$ cat src/rtl/spi_peripheral_fifo.sv
// -----------------------------------------------------------------------------
// spi_peripheral_fifo
//
// SPI peripheral for the OCR front end. Receives FRAME_BITS-wide frames from
// the host on COPI in any of the four SPI modes and queues them in a
// first-word-fall-through RX FIFO. At the same time it returns tx_data to the
// host on CIPO. Frames that are cut short by chip select or by an inactivity
// timeout are discarded and flagged.
//
// Ports
//   clk, rst_n      system clock (>= 8x SCLK), asynchronous active-low reset
//   SCLK, COPI,     SPI pins from the host. They are asynchronous to clk and
//   spi_cs_n        are synchronised internally.
//   CIPO            data returned to the host (0 while idle)
//   rx_enable       1 = accept new frames (FIFO draining is unaffected)
//   rx_data/valid   FIFO head / FIFO not empty
//   rx_ready        pops the head when rx_valid is 1
//   tx_data/valid   next frame to return to the host
//   tx_ready        1-cycle pulse when tx_data is taken into the shifter
//   fifo_count      FIFO occupancy
//   overrun         1-cycle pulse: a complete frame was dropped (FIFO full)
//   frame_err       1-cycle pulse: CS rose mid-frame or the frame timed out
// -----------------------------------------------------------------------------
module spi_peripheral_fifo #(
    parameter int FRAME_BITS     = 8,
    parameter int FIFO_DEPTH     = 4,
    parameter int CPOL           = 0,
    parameter int CPHA           = 0,
    parameter int MSB_FIRST      = 1,
    parameter int TIMEOUT_CYCLES = 10000
) (
    input  logic                                clk,
    input  logic                                rst_n,
    input  logic                                SCLK,
    input  logic                                COPI,
    input  logic                                spi_cs_n,
    output logic                                CIPO,
    input  logic                                rx_enable,
    output logic [FRAME_BITS-1:0]               rx_data,
    output logic                                rx_valid,
    input  logic                                rx_ready,
    input  logic [FRAME_BITS-1:0]               tx_data,
    input  logic                                tx_valid,
    output logic                                tx_ready,
    output logic [$clog2(FIFO_DEPTH+1)-1:0]     fifo_count,
    output logic                                overrun,
    output logic                                frame_err
);

    localparam int CNT_W = $clog2(FIFO_DEPTH + 1);
    localparam int PTR_W = $clog2(FIFO_DEPTH);
    localparam int BIT_W = $clog2(FRAME_BITS);
    localparam int TO_W  = $clog2(TIMEOUT_CYCLES + 1);

    localparam logic [BIT_W-1:0] BIT_LAST = BIT_W'(FRAME_BITS - 1);
    localparam logic [TO_W-1:0]  TO_LAST  = TO_W'(TIMEOUT_CYCLES - 1);
    localparam logic [CNT_W-1:0] DEPTH_C  = CNT_W'(FIFO_DEPTH);

    localparam logic [1:0] ST_IDLE  = 2'd0;
    localparam logic [1:0] ST_LOAD  = 2'd1;
    localparam logic [1:0] ST_SHIFT = 2'd2;

    // ------------------------------------------------------------------
    // Synchronisers and SCLK edge detection
    // ------------------------------------------------------------------
    logic sclk_meta_q, sclk_sync_q, sclk_dly_q;
    logic sclk_meta_d, sclk_sync_d, sclk_dly_d;
    logic copi_meta_q, copi_sync_q;
    logic copi_meta_d, copi_sync_d;
    logic cs_meta_q, cs_sync_q;
    logic cs_meta_d, cs_sync_d;

    always_comb begin
        sclk_meta_d = SCLK;
        sclk_sync_d = sclk_meta_q;
        sclk_dly_d  = sclk_sync_q;
        copi_meta_d = COPI;
        copi_sync_d = copi_meta_q;
        cs_meta_d   = spi_cs_n;
        cs_sync_d   = cs_meta_q;
    end

    always_ff @(posedge clk or negedge rst_n) begin
        if (!rst_n) begin
            // SCLK starts at its idle level so no edge is seen out of reset.
            sclk_meta_q <= 1'(CPOL);
            sclk_sync_q <= 1'(CPOL);
            sclk_dly_q  <= 1'(CPOL);
            copi_meta_q <= 1'b0;
            copi_sync_q <= 1'b0;
            cs_meta_q   <= 1'b1;
            cs_sync_q   <= 1'b1;
        end else begin
            sclk_meta_q <= sclk_meta_d;
            sclk_sync_q <= sclk_sync_d;
            sclk_dly_q  <= sclk_dly_d;
            copi_meta_q <= copi_meta_d;
            copi_sync_q <= copi_sync_d;
            cs_meta_q   <= cs_meta_d;
            cs_sync_q   <= cs_sync_d;
        end
    end

    logic sclk_rise, sclk_fall;
    logic lead_edge, trail_edge;
    logic sample_edge, shift_edge;

    assign sclk_rise   = sclk_sync_q & ~sclk_dly_q;
    assign sclk_fall   = ~sclk_sync_q & sclk_dly_q;
    assign lead_edge   = (CPOL == 0) ? sclk_rise : sclk_fall;
    assign trail_edge  = (CPOL == 0) ? sclk_fall : sclk_rise;
    assign sample_edge = (CPHA == 0) ? lead_edge : trail_edge;
    assign shift_edge  = (CPHA == 0) ? trail_edge : lead_edge;

    // ------------------------------------------------------------------
    // Frame FSM, shift registers and timeout
    // ------------------------------------------------------------------
    logic [1:0]            state_q, state_d;
    logic [BIT_W-1:0]      bit_cnt_q, bit_cnt_d;
    logic [TO_W-1:0]       to_cnt_q, to_cnt_d;
    logic                  sampled_q, sampled_d;
    logic                  push_q, push_d;
    logic                  frame_err_q, frame_err_d;
    logic [FRAME_BITS-1:0] rx_shift_q, rx_shift_d;
    logic [FRAME_BITS-1:0] tx_shift_q, tx_shift_d;
    logic [FRAME_BITS-1:0] rx_shift_in;
    logic [FRAME_BITS-1:0] tx_shift_adv;
    logic                  tx_load;
    logic                  tx_bit;

    assign rx_shift_in  = (MSB_FIRST != 0) ? {rx_shift_q[FRAME_BITS-2:0], copi_sync_q}
                                           : {copi_sync_q, rx_shift_q[FRAME_BITS-1:1]};
    assign tx_shift_adv = (MSB_FIRST != 0) ? {tx_shift_q[FRAME_BITS-2:0], 1'b0}
                                           : {1'b0, tx_shift_q[FRAME_BITS-1:1]};
    assign tx_bit       = (MSB_FIRST != 0) ? tx_shift_q[FRAME_BITS-1] : tx_shift_q[0];

    always_comb begin
        state_d     = state_q;
        bit_cnt_d   = bit_cnt_q;
        to_cnt_d    = to_cnt_q;
        sampled_d   = sampled_q;
        push_d      = 1'b0;
        frame_err_d = 1'b0;
        rx_shift_d  = rx_shift_q;
        tx_shift_d  = tx_shift_q;
        tx_load     = 1'b0;

        case (state_q)
            ST_IDLE: begin
                if (!cs_sync_q && rx_enable) begin
                    state_d = ST_LOAD;
                end
            end

            ST_LOAD: begin
                tx_load   = 1'b1;
                bit_cnt_d = '0;
                to_cnt_d  = '0;
                sampled_d = 1'b0;
                state_d   = ST_SHIFT;
            end

            ST_SHIFT: begin
                if (cs_sync_q || !rx_enable) begin
                    // Partial frames are dropped; only a CS abort is an error,
                    // disabling reception is a deliberate host action.
                    state_d   = ST_IDLE;
                    bit_cnt_d = '0;
                    to_cnt_d  = '0;
                    if (cs_sync_q && (bit_cnt_q != '0)) begin
                        frame_err_d = 1'b1;
                    end
                end else if ((bit_cnt_q != '0) && (to_cnt_q == TO_LAST)) begin
                    // Stalled mid-frame: restart the frame in place so the host
                    // can resynchronise without toggling CS.
                    frame_err_d = 1'b1;
                    bit_cnt_d   = '0;
                    to_cnt_d    = '0;
                    sampled_d   = 1'b0;
                    tx_load     = 1'b1;
                end else begin
                    if (bit_cnt_q != '0) begin
                        to_cnt_d = to_cnt_q + TO_W'(1);
                    end
                    if (sample_edge) begin
                        rx_shift_d = rx_shift_in;
                        sampled_d  = 1'b1;
                        to_cnt_d   = '0;
                        if (bit_cnt_q == BIT_LAST) begin
                            push_d  = 1'b1;
                            state_d = ST_LOAD;
                        end else begin
                            bit_cnt_d = bit_cnt_q + BIT_W'(1);
                        end
                    end else if (shift_edge && sampled_q) begin
                        // A shift edge ahead of the frame's first sample edge
                        // would skip the first bit that LOAD already presented.
                        tx_shift_d = tx_shift_adv;
                    end
                end
            end

            default: begin
                state_d = ST_IDLE;
            end
        endcase

        if (tx_load) begin
            tx_shift_d = tx_valid ? tx_data : '0;
        end
    end

    assign tx_ready = tx_load & tx_valid;
    assign CIPO     = (state_q == ST_IDLE) ? 1'b0 : tx_bit;

    always_ff @(posedge clk or negedge rst_n) begin
        if (!rst_n) begin
            state_q     <= ST_IDLE;
            bit_cnt_q   <= '0;
            to_cnt_q    <= '0;
            sampled_q   <= 1'b0;
            push_q      <= 1'b0;
            frame_err_q <= 1'b0;
        end else begin
            state_q     <= state_d;
            bit_cnt_q   <= bit_cnt_d;
            to_cnt_q    <= to_cnt_d;
            sampled_q   <= sampled_d;
            push_q      <= push_d;
            frame_err_q <= frame_err_d;
        end
    end

    always_ff @(posedge clk) begin
        rx_shift_q <= rx_shift_d;
        tx_shift_q <= tx_shift_d;
    end

    // ------------------------------------------------------------------
    // RX FIFO (first-word-fall-through, registered head)
    // ------------------------------------------------------------------
    logic [FRAME_BITS-1:0] mem_q [FIFO_DEPTH];
    logic [FRAME_BITS-1:0] mem_d [FIFO_DEPTH];
    logic [PTR_W-1:0]      wr_ptr_q, wr_ptr_d;
    logic [PTR_W-1:0]      rd_ptr_q, rd_ptr_d;
    logic [CNT_W-1:0]      count_q, count_d;
    logic [FRAME_BITS-1:0] rx_data_q, rx_data_d;
    logic                  overrun_q, overrun_d;
    logic                  pop;
    logic                  push_ok;

    assign rx_valid = (count_q != '0);
    assign pop      = rx_valid & rx_ready;

    always_comb begin
        mem_d     = mem_q;
        wr_ptr_d  = wr_ptr_q;
        rd_ptr_d  = rd_ptr_q;
        count_d   = count_q;
        rx_data_d = rx_data_q;

        // A full FIFO still takes the frame when the head leaves this cycle.
        push_ok   = push_q & ((count_q < DEPTH_C) | pop);
        overrun_d = push_q & ~push_ok;

        if (push_ok) begin
            mem_d[wr_ptr_q] = rx_shift_q;
            wr_ptr_d        = wr_ptr_q + PTR_W'(1);
        end
        if (pop) begin
            rd_ptr_d = rd_ptr_q + PTR_W'(1);
        end

        case ({push_ok, pop})
            2'b10:   count_d = count_q + CNT_W'(1);
            2'b01:   count_d = count_q - CNT_W'(1);
            default: count_d = count_q;
        endcase

        // The head register is refreshed from the slot the next read pointer
        // addresses; if that slot is being written now, bypass the new frame.
        // When the FIFO drains the head keeps its last value.
        if (count_d != '0) begin
            if (push_ok && (wr_ptr_q == rd_ptr_d)) begin
                rx_data_d = rx_shift_q;
            end else begin
                rx_data_d = mem_q[rd_ptr_d];
            end
        end
    end

    always_ff @(posedge clk or negedge rst_n) begin
        if (!rst_n) begin
            wr_ptr_q  <= '0;
            rd_ptr_q  <= '0;
            count_q   <= '0;
            rx_data_q <= '0;
            overrun_q <= 1'b0;
        end else begin
            wr_ptr_q  <= wr_ptr_d;
            rd_ptr_q  <= rd_ptr_d;
            count_q   <= count_d;
            rx_data_q <= rx_data_d;
            overrun_q <= overrun_d;
        end
    end

    always_ff @(posedge clk) begin
        mem_q <= mem_d;
    end

    assign rx_data    = rx_data_q;
    assign fifo_count = count_q;
    assign overrun    = overrun_q;
    assign frame_err  = frame_err_q;

endmodule
$ cat config.mk
export PLATFORM = sky130hd
export DESIGN_NAME = spi_peripheral_fifo
export DESIGN_NICKNAME = d
export VERILOG_FILES = /design/src/rtl/spi_peripheral_fifo.sv
export SDC_FILE = /design/constraint.sdc
export NUM_CORES = 1
export LEC_CHECK = 0
export ABC_AREA = 1
export CORE_MARGIN = 2
export CORE_UTILIZATION = 34
export CTS_BUF_LIST = sky130_fd_sc_hd__clkbuf_16
export CTS_CLUSTER_DIAMETER = 60
export DETAILED_ROUTE_END_ITERATION = 10
export SLEW_MARGIN = 5
export SYNTH_ARGS = -nofsm -noshare
export SYNTH_HDL_FRONTEND = slang
export SYNTH_SLANG_ARGS = --single-unit
$ cat constraint.sdc
create_clock -name clk -period 3.8 [get_ports clk]
set_clock_uncertainty 0.2 [all_clocks]
set_input_delay 0.76 -clock clk [delete_from_list [all_inputs] [get_ports clk]]
set_output_delay 0.76 -clock clk [all_outputs]
set_load 0.05 [all_outputs]
# Word level (Yosys, flattened, before mapping)

Index checks and enable logic that the tools add are counted.

Flip-flop bits (word level): 93
Output and inout bits: 16
Word-level logic and storage cells: 137

Add/subtract/negate cells: 6
Order comparisons: 4
Eq/ne operators: 19
Muxes and demuxes: 48
Bitwise gates (word level): 14
Reductions and logical operators: 22

Operator list:

| kind                                                     | number |
|---|---|
| two-way mux 8 bit                                        | 11 |
| two-way mux 14 bit                                       | 4 |
| bitwise mux 32 bit                                       | 1 |
| one-hot mux 14 bit (2 select lines)                      | 1 |
| binary-select mux 8 bit (select 2 bit)                   | 1 |
| demux 8 bit (select 2 bit)                               | 1 |
| adder 14 x 1 -> 14 bit, second input constant            | 1 |
| equality test 14 bit, second input constant              | 1 |
| two-way mux 1 bit                                        | 14 |
| two-way mux 2 bit                                        | 6 |
| two-way mux 3 bit                                        | 4 |
| inequality test 3 bit, second input constant             | 4 |
| one-hot mux 3 bit (2 select lines)                       | 2 |
| nonzero test 3 bit                                       | 3 |
| inequality test 2 bit, second input constant             | 4 |
| inequality test 4 bit, second input constant             | 2 |
| AND reduction 4 bit                                      | 2 |
| adder 3 x 1 -> 3 bit, second input constant              | 2 |
| AND 1 bit                                                | 6 |
| greater-or-equal comparator 3 bit, second input constant | 2 |
| logical AND 1 bit                                        | 6 |
| inverter 2 -> 3 bit                                      | 2 |
| one-hot mux 2 bit (3 select lines)                       | 1 |
| AND reduction 3 bit                                      | 2 |
| 19 further kinds                                         | 30 |

# Longest topological paths before layout

Word-level depth: 9
Depth in mapped cells: 18
Gate-level depth less buffers: 17

# Worst setup path after synthesis

OpenSTA, ideal clock, no wires.

Path type: register -> register
Start point: register count_q[2], in the netlist fifo_count[2]
End point: register rx_data_q[0], in the netlist rx_data[0]
Setup time: 0.118 ns
Arrival time: 2.910 ns
Data required time: 3.482 ns
Path slack: 0.573 ns
Stages on the path, launching flop included: 16
Buffers on the path: 1
Period minus slack after synthesis: 3.227 ns
Cells stage by stage: dfrtp_1 -> inv_2 -> nand2_4 -> nand2_4 -> a21oi_2 -> buf_4 -> inv_1 -> ha_1 -> inv_1 -> fa_1 -> o21ai_0 -> nor2_1 -> nand2_2 -> inv_1 -> nand2_1 -> nand2_1

Elaborated cells on any way between the ends: 19
Classes of those cells: 2 x add/sub; 1 x order compare; 3 x eq/ne; 6 x mux; 4 x bitwise; 3 x reduce/logical

RTL lines:

| element                                                             | RTL line | source |
|---|---|---|
| from (decl)                                                         | 246      | `logic [CNT_W-1:0] count_q, count_d;` |
| from (signal assigned)                                              | 302      | `count_q <= count_d;` |
| nonzero test 3 bit *                                                | 252      | `assign rx_valid = (count_q != '0);` |
| net rx_valid                                                        | 40       | `output logic rx_valid,` |
| AND 1 bit *                                                         | 253      | `assign pop = rx_valid & rx_ready;` |
| bitwise OR 1 bit                                                    | 263      | `push_ok = push_q & ((count_q < DEPTH_C) \| pop);` |
| AND 1 bit                                                           | 263      |  |
| equality test 2 x 1 -> 1 bit or equality test 2 bit (tied branches) | 274      | `case ({push_ok, pop})` |
| one-hot mux 3 bit (2 select lines) *                                | 274      |  |
| net count_d[1]                                                      | 246      |  |
| nonzero test 3 bit *                                                | 283      | `if (count_d != '0) begin` |
| to (signal assigned)                                                | 303      | `rx_data_q <= rx_data_d;` |
| to (decl)                                                           | 247      | `logic [FRAME_BITS-1:0] rx_data_q, rx_data_d;` |

Mark *: on every way through the listed nets, which the timed path passes. The rest lies on a longest branch. The select of a mux whose other input is x is not followed.
A chain may end at the register's enable or synchronous reset.

# Final worst setup path

Start point: input rx_enable
End point: output tx_ready

Longest elaborated chain between the ends: 5

Ends and longest elaborated chain:

| element                            | RTL line | source |
|---|---|---|
| from (decl)                        | 38       | `input logic rx_enable,` |
| zero test 1 bit                    | 164      | `if (cs_sync_q \|\| !rx_enable) begin` |
| logical OR 1 bit                   | 164      |  |
| two-way mux 1 bit                  | 164      |  |
| one-hot mux 1 bit (2 select lines) | 148      | `case (state_q)` |
| AND 1 bit                          | 213      | `assign tx_ready = tx_load & tx_valid;` |
| to (decl)                          | 44       | `output logic tx_ready,` |

Every way passes these cells.

==> run metrics <==
Max Cap Violations=0; Layout Nets=between 500 and 600; post-layout min period=~3300 ps; Final setup viols=0; all-layer global routing usage=roughly 14%; area growth from synthesis to layout=18.7%; Seq/Total Area, Yosys=between 50 and 60%; Reg power frac=a little over a third; DR DRC count=0; Syn Area/Cell=between 9 and 10 um2; First DRT Iteration DRCs=approximately 160; Post-CTS Hold Buffers=0; TritonCTS clock tree=done; GRT overflow=0; worst r2r src=fifo_count[1]; Post-Synthesis Cells=approximately 450; Pwr Density=~700 mW/mm2; Pint=2.13 mW; Detailed Route WL=~9 mm; flop2flop setup slack=about 860 ps; Switching Share=a little over two fifths; Final ANT Viol Nets=0; Net Count, Synth=about 480; Final period util=about 86%; Slew HR=between 20% and 30%; Ports=32; Place WS=approximately 270 ps; hold depth=0; commonest non-fill, non-tap cell in the layout=nand2_1; Num Clock Sinks=93; core area=0.0126 mm2; Die X=around 120 um; commonest non-fill, non-tap cells in the layout=nand2_1 (119), nand3_1 (61), inv_1 (51); Pleak=between 2 and 2.5 nW; Critical Path RT=~2800 ps; Num CTS Buffers=9; CP arrival=~2300 ps; fin. max-slew vios=0; routed via count=between 3k and 4k; post-DR wirelength/cell=between 10 and 15 um; PostCTS Resize Cnt=0; number of global-route vias before repair=roughly 3.1k; Logic pwr share=40.3%; CP Capture Type=primary output; critical hold path startpoint=sclk_meta_q; CP Launch Type=input pin; Setup CP Type=input pin to primary output; P_sw=about 1.5 mW; setup ws final=roughly 550 ps; die area=approximately 0.014 mm2; RD Place Congestion=0.825; hold crit path type=flop to flop; row cnt=between 40 and 50; initial core utilization=about a third; I/O Buffers=31; largest net degree at the start of global routing=between 40 and 50; fmax=slightly above 0.3 GHz; Setup TNS=0 ps; CTS root buf=clkbuf_16; crit path launch=rx_enable; status=finished, final reports clean; post-synth cell types=35; initial antenna violation count=0; synthesized area=roughly 0.0044 mm2; antenna diode count=0; postcts setup bufs=0; Peak supply drop=about 0.30 mV; R2R cell count=17; Worst Path Max Fanout=9; terminus of the critical flop-to-flop path=rx_data[7]; Hold EP=sclk_dly_d; First-pass DRT Iterations=4; first-pass GRT wire length=14.8 mm; unrepaired setup endpoints after global routing=false; Via-to-Cell Ratio=4.71; H-tree levels=3; share of layout cells above drive strength 1=approximately 11%; dpl hpwl=roughly 6.2 mm; height of the chip=between 100 and 150 um; Yosys Warn Count=0; #FFs+latches synth=between 90 and 100; Worst-Margin Slew=about 1100 ps; Worst-Skew Late Latency=between 300 and 400 ps; maximum clock path buffer count=2; Clock transition at path regs=80 ps; Hold Fails Final Rpt=0; Clock power frac=approximately a quarter
==> kinds of logic (layout without fill, tap and decap cells) <==
logic type	Yosys count	in the layout	share of synthesized area [%]
buf+inv	63	109	6.07
flops	93	93	59.1
simple gates	246	246	26.6
compound gates	27	27	3.48
xor+xnor	3	3	0.604
fa+ha+maj	14	14	4.20
==> power groups by stage <==
stage / Combinational [mW] / Sequential [mW] / Clock (mW)
final: 1.48 / 1.32 / 0.872
after global routing: 1.66 / 1.34 / 0.935
after CTS: 1.49 / 1.32 / 0.898
after detailed placement: 1.49 / 1.34 / 0
after global placement: 1.46 / 1.34 / 0
after floorplan: 0.908 / 1.51 / 0
==> critical path: stages <==
cell and delay (ps):
clkdlybuf4s50_1 460, nand2_1 140, nor2_4 220, nand3_1 170, nand2_1 120, nand3_1 90
clkinv_1 170, buf_12 160
==> Yosys cell counts <==
master | number | share of area (%)
nor3_1 | 7 | 0.81
o21ai_1 | 2 | 0.23
inv_2 | 4 | 0.35
edfxtp_1 | 48 | 33
fa_1 | 1 | 0.46
inv_1 | 51 | 4.4
nand2_2 | 5 | 0.72
buf_6 | 2 | 0.52
nor2_4 | 2 | 0.52
xnor2_1 | 1 | 0.20
o21ai_0 | 14 | 1.6
or2_2 | 2 | 0.29
nand4_1 | 12 | 1.7
a21oi_2 | 1 | 0.20
nand3_2 | 3 | 0.69
a21oi_1 | 6 | 0.69
dfstp_2 | 2 | 1.2
nand2_4 | 6 | 1.6
nand3_1 | 61 | 7.0
o21ai_2 | 1 | 0.20
and3_1 | 1 | 0.14
ha_1 | 13 | 3.7
nand3_4 | 1 | 0.40
clkinv_1 | 1 | 0.086
nand2_1 | 119 | 10
o21bai_1 | 1 | 0.17
xor2_1 | 2 | 0.40
buf_2 | 2 | 0.23
o31ai_1 | 1 | 0.17
inv_4 | 1 | 0.14
dfrtp_1 | 43 | 25
nor2_2 | 2 | 0.29
a32oi_1 | 1 | 0.20
nor2_1 | 25 | 2.2
buf_4 | 2 | 0.35
==> final cells by class <==
cell class / instances / area, um2
clock buffers: 9 / 225
clock inverters: 7 / 66.3
fillers: 1215 / 7410
inverters: 57 / 216
multi-input cells: 290 / 1520
flip-flops and latches: 93 / 2570
well taps: 172 / 215
repair buffers: 36 / 353
==> state kept, by name (all words and copies together) (netlist names) <==
register,flops
tx_shift_q,8
frame_err,1
sampled_q,1
cs_sync_q,1
push_q,1
overrun,1
sclk_meta_q,1
cs_meta_q,1
sclk_dly_q,1
mem_q,32
rx_shift_q,8
to_cnt_q,14
fifo_count,3
bit_cnt_q,3
sclk_dly_d,1
copi_sync_q,1
rx_data,8
copi_meta_q,1
wr_ptr_q,2
state_q,2
rd_ptr_q,2
==> worst max-delay path by stage <==
stage | slack [ps] | end
floorplan | 570 | rx_data[0]
global placement | 360 | rx_data[5]
detailed placement | 270 | rx_data[1]
CTS | 530 | tx_ready
global route | 380 | tx_ready
finish | 550 | tx_ready
==> metal layers <==
layer	up-vias	track usage, %	wire [um]
met2	54	23.4	4280
met5	-	0	0
met3	15	2.32	287
met1	1502	17.8	4000
li1	1555	-	-
met4	0	7.22	223
==> metrics by stage <==
stage	total power [mW]	utilization (%)	std cells	instance area, um2	hold slack (ps)
2_1_floorplan	2.42	-	446	4350	131
3_3_place_gp	2.81	38.8	648	4870	133
3_5_place_dp	2.83	38.8	648	4870	135
4_1_cts	3.71	41.1	664	5160	152
5_1_grt	3.93	41.1	664	5160	167
6_report	3.68	41.1	664	5160	152
(Power assumes the default switching activity.)
